--- config.mk ---
export PLATFORM = sky130hd
export DESIGN_NAME = pipeline_hazard_controller
export DESIGN_NICKNAME = d
export VERILOG_FILES = /design/src/rtl/pipeline_hazard_controller.sv
export SDC_FILE = /design/constraint.sdc
export NUM_CORES = 1
export LEC_CHECK = 0
export ABC_AREA = 1
export CORE_AREA = 2 2 40 42
export DETAILED_ROUTE_END_ITERATION = 7
export DIE_AREA = 0 0 42 44
export PLACE_DENSITY = 0.9
export SYNTH_ARGS = -nofsm -noshare
export SYNTH_HDL_FRONTEND = slang
export SYNTH_SLANG_ARGS = --single-unit
--- constraint.sdc ---
create_clock -name Clk -period 2.5 [get_ports Clk]
set_input_delay 0.75 -clock Clk [delete_from_list [all_inputs] [get_ports Clk]]
set_output_delay 0.75 -clock Clk [all_outputs]
set_load 0.01 [all_outputs]
--- src/rtl/pipeline_hazard_controller.sv ---
// Stall/flush sequencer for the 5-stage pipeline: load-use bubbles, multi-cycle multiply freeze, taken-branch squash.
// Optional performance counters (StallCycles, FlushCount) are built when HAZARD_PERF_CNT_EN is defined.
module pipeline_hazard_controller #(
  parameter int MUL_LATENCY = 4,
  parameter int CNT_W       = 4
) (
  input  logic       Clk,
  input  logic       Rst_n,
  input  logic       IDEX_MemRead,
  input  logic [4:0] IDEX_Rt,
  input  logic [4:0] IFID_Rs,
  input  logic [4:0] IFID_Rt,
  input  logic       IFID_UsesRt,
  input  logic       Branch_Taken,
  input  logic       Mul_Start,
  output logic       PCWrite,
  output logic       IFIDWrite,
  output logic       IDEXWrite,
  output logic       Hazard,
  output logic       Flush,
  output logic       EXBubble,
  output logic       Mul_Done,
  output logic       Busy
`ifdef HAZARD_PERF_CNT_EN
  ,
  output logic [31:0] StallCycles,
  output logic [31:0] FlushCount
`endif
);

  typedef enum logic {RUN, MUL_BUSY} state_t;

  state_t             r_state;
  state_t             w_stateNext;
  logic [CNT_W-1:0]   r_cnt;
  logic [CNT_W-1:0]   w_cntNext;
  logic               w_loadUse;

  assign w_loadUse = IDEX_MemRead && (IDEX_Rt != 5'd0) &&
                     ((IDEX_Rt == IFID_Rs) || (IFID_UsesRt && (IDEX_Rt == IFID_Rt)));

  always_ff @(posedge Clk or negedge Rst_n) begin
    if (!Rst_n) begin
      r_state <= RUN;
      r_cnt   <= '0;
    end else begin
      r_state <= w_stateNext;
      r_cnt   <= w_cntNext;
    end
  end

  always_comb begin
    PCWrite     = 1'b1;
    IFIDWrite   = 1'b1;
    IDEXWrite   = 1'b1;
    Hazard      = 1'b0;
    Flush       = 1'b0;
    EXBubble    = 1'b0;
    Mul_Done    = 1'b0;
    Busy        = 1'b0;
    w_stateNext = r_state;
    w_cntNext   = r_cnt;
    case (r_state)
      RUN: begin
        if (Branch_Taken) begin
          Flush = 1'b1;
        end else if (Mul_Start) begin
          // A load-use seen alongside the multiply is simply re-detected once the freeze ends.
          PCWrite     = 1'b0;
          IFIDWrite   = 1'b0;
          IDEXWrite   = 1'b0;
          EXBubble    = 1'b1;
          w_stateNext = MUL_BUSY;
          w_cntNext   = CNT_W'(MUL_LATENCY - 1);
        end else if (w_loadUse) begin
          PCWrite   = 1'b0;
          IFIDWrite = 1'b0;
          Hazard    = 1'b1;
        end
      end
      MUL_BUSY: begin
        Busy = 1'b1;
        if (r_cnt != '0) begin
          PCWrite   = 1'b0;
          IFIDWrite = 1'b0;
          IDEXWrite = 1'b0;
          EXBubble  = 1'b1;
          w_cntNext = r_cnt - CNT_W'(1);
        end else begin
          Mul_Done    = 1'b1;
          w_stateNext = RUN;
        end
      end
      default: w_stateNext = RUN;
    endcase
  end

`ifdef HAZARD_PERF_CNT_EN
  logic [31:0] r_stallCycles;
  logic [31:0] r_flushCount;

  always_ff @(posedge Clk or negedge Rst_n) begin
    if (!Rst_n) begin
      r_stallCycles <= '0;
      r_flushCount  <= '0;
    end else begin
      if (!PCWrite && (r_stallCycles != 32'hFFFF_FFFF))
        r_stallCycles <= r_stallCycles + 32'd1;
      if (Flush && (r_flushCount != 32'hFFFF_FFFF))
        r_flushCount <= r_flushCount + 32'd1;
    end
  end

  assign StallCycles = r_stallCycles;
  assign FlushCount  = r_flushCount;
`endif

endmodule

==> results.json <==
{
  "status": "completed",
  "portBuffers": 28,
  "path_clk_slew_ns": 0.04,
  "vias": 678,
  "grt-busiest-layer": "met2",
  "fin_crit_sh_pct": 96.7,
  "reg2reg_to": "r_cnt[2]$_DFFE_PN0P_",
  "switching_share_pct": 41.5,
  "synth_area_leader_cell": "nand2_1",
  "max-clock-path-buffers": 2,
  "worstMarginPinSlew_ns": 0.314,
  "crit_end": "EXBubble",
  "insertion_delay_ns": 0.24,
  "antenna_found_initial": 0,
  "yosys.cell_types.count": 21,
  "r2r_cells": 11,
  "reg2reg_setup_slack_ns": 0.80,
  "p_total_uw": 774,
  "min_period_ns": 2.42,
  "die_h_um": 44,
  "antenna_left": 0,
  "fp.dieW_um": 42,
  "finalSetupViolations": 0,
  "synth.most_common_cell": "nand2_1",
  "critPathLaunchType": "register",
  "cp_data_required_time_ns": 1.75,
  "root_buffer": "clkbuf_4",
  "fin_nets": 160,
  "dieArea_um2": 1850,
  "holdCritPathClass": "register to register",
  "pin_count": 29,
  "fillers": 136,
  "synthCells": 93,
  "synth_edf_count": 0,
  "overflow": 0,
  "critPathArrivalTime_ns": 1.67,
  "dp_worst_setup_slack_ns": -0.684,
  "gp_congestion": 0.780,
  "grt_use_met2_pct": 35.9,
  "async_flop_share_pct": 100,
  "fmax_ghz": 0.414,
  "leakage_nw": 0.533,
  "n_antenna_cell": 0,
  "yosysSeqAreaShare_pct": 22.8,
  "syn-cell-area_um2": 549,
  "htreeDepth": 1,
  "synth_warnings": 0,
  "pwr-share-seq_pct": 21.2,
  "postCtsHoldBufs": 0,
  "core-area_um2": 1420,
  "holdWs_ns": 0.561,
  "max_slew_margin_pct": 79.1,
  "setup_slack_ns": 0.0829,
  "netlist_top_cells_count": "nand2_1 (35), inv_1 (18), nor2_1 (12)",
  "cellPowerDensity_nw_per_um2": 851,
  "wl_mm": 1.53,
  "wire_per_inst_um": 10.1,
  "clock-sinks": 5,
  "synth_area_per_cell_um2": 5.91,
  "synthTopCellsByArea": "nand2_1 (24%), dfrtp_1 (23%), inv_1 (12%), nor2_1 (8.2%), ha_1 (4.6%)",
  "power.net_switching_uw": 321,
  "synth_nets": 116,
  "ir_drop_uv": 622,
  "synth_top_area_share_pct": 23.9,
  "ys_ff_latch": 5,
  "finalMaxSlewViolations": 0,
  "drtIter0Drc": 6,
  "grt_start_max_net_pins": 9,
  "hold_viol": 0,
  "grt_pass1_wl_mm": 2.55,
  "cts_tree": "yes",
  "worstPathMaxFanout": 4,
  "drt-pass1-iter-count": 4,
  "track_usage_pct": 18.1,
  "drv_cap": 0,
  "hpwlAfterDp_mm": 1.23,
  "cellInternalPower_uw": 453,
  "combPwrFrac_pct": 67.2,
  "syn_to_final_growth_pct": 65.6,
  "rows": 14,
  "critPathKind": "register to output port",
  "vias_per_cell": 4.46,
  "initial_core_util_pct": 38.7,
  "gr-usage-met1_pct": 18.7,
  "synth_ff_type": "dfrtp_1",
  "first_global_vias": 679,
  "use_met3_pct": 2.50,
  "startpoint": "r_cnt[1]$_DFFE_PN0P_",
  "drcViolationCount": 0,
  "fin_worst_skew_ns": 0.00248,
  "clkPwrFrac_pct": 11.5,
  "drive_above_1_share_pct": 32.4,
  "numCtsBuffers": 3,
  "r2r_start": "r_cnt[1]$_DFFE_PN0P_",
  "crit_path_end_kind": "output port"
}
worst min-delay path by stage:
stage / from / cells past startpoint / slack, ns / to
final: r_cnt[0]$_DFFE_PN0P_ / 2 / 0.56 / r_cnt[0]$_DFFE_PN0P_
after global placement: r_cnt[0]$_DFFE_PN0P_ / 1 / 0.47 / r_cnt[0]$_DFFE_PN0P_
after detailed placement: r_cnt[0]$_DFFE_PN0P_ / 1 / 0.48 / r_cnt[0]$_DFFE_PN0P_
after global routing: r_cnt[0]$_DFFE_PN0P_ / 2 / 0.57 / r_cnt[0]$_DFFE_PN0P_
after floorplan: Rst_n / 0 / 0.45 / r_cnt[0]$_DFFE_PN0P_
after CTS: r_cnt[0]$_DFFE_PN0P_ / 1 / 0.49 / r_cnt[0]$_DFFE_PN0P_
layout by cell type (no fill, tap or decap), types with 2 or more instances in the layout:
master            n
a21oi_1           2
buf_2             3
buf_4            12
clkbuf_2          8
clkbuf_4          3
clkdlybuf4s15_1   5
clkdlybuf4s50_1   3
dfrtp_1           5
dlygate4sd2_1     8
inv_1            12
inv_2             6
nand2_1          34
nand2_2           2
nand3_1           4
nor2_1           10
nor2_2            2
nor2_4            2
o21ai_1           2
critical path: stages (launching register included):
cell	delay, ns
dfrtp_1	0.38
inv_2	0.08
ha_2	0.17
nand2_2	0.06
nor3_4	0.27
nor2_4	0.09
nor2_8	0.12
inv_4	0.04
clkdlybuf4s15_2	0.21
state kept, by name, indices dropped and copies added, names as in the netlist:
signal,flops
r_state,1
r_cnt,4
metrics by stage:
step	area [µm²]	setup TNS, ns	util (%)	std cells
5_1_grt	910	-0.0560	64.1	152
6_report	910	0	64.1	152
3_5_place_dp	880	-3.06	62.0	141
2_1_floorplan	549	0	-	93
3_3_place_gp	880	-2.82	62.0	141
4_1_cts	892	0	62.9	147
cell type report:
cell class	instances	area [µm²]	share of cell area, %
multi-input cells	68	358	39.3
repair buffers	40	307	33.7
flip-flops and latches	5	125	13.8
inverters	19	73.8	8.12
clock buffers	4	26.3	2.89
well taps	16	20.0	2.20
power groups by stage:
stage	sequential (mW)	combinational, mW	clock [mW]
CTS	0.164	0.461	0.0944
global placement	0.158	0.464	0
finish	0.164	0.520	0.0893
floorplan	0.156	0.260	0
global route	0.171	0.576	0.100
detailed placement	0.161	0.477	0
routing by layer:
| metal | routed length [µm] | part of all wire, % |
|---|---|---|
| met1 | 642 | 42 |
| met2 | 834 | 55 |
| met3 | 32 | 2.1 |
| met4 | 19 | 1.2 |
| met5 | 0 | 0 |
kinds of logic (layout without fill, tap and decap cells):
group	after synthesis	in the layout	synth area share (%)
DFF	5	5	22.8
buffers and inverters	20	63	14.8
AOI/OAI and AO/OA	6	6	5.92
xor gates and xnor gates	1	1	1.59
adders and majority gates	2	2	4.56
and+or+nand+nor	59	59	50.3
timing repair:
item,in CTS,in global routing
endpoints found under the hold margin,0,0
endpoints found under the setup margin,7,5
setup buffers,2,5
pin swaps,13,13
gates resized for setup,44,24
(Power assumes the default switching activity.)
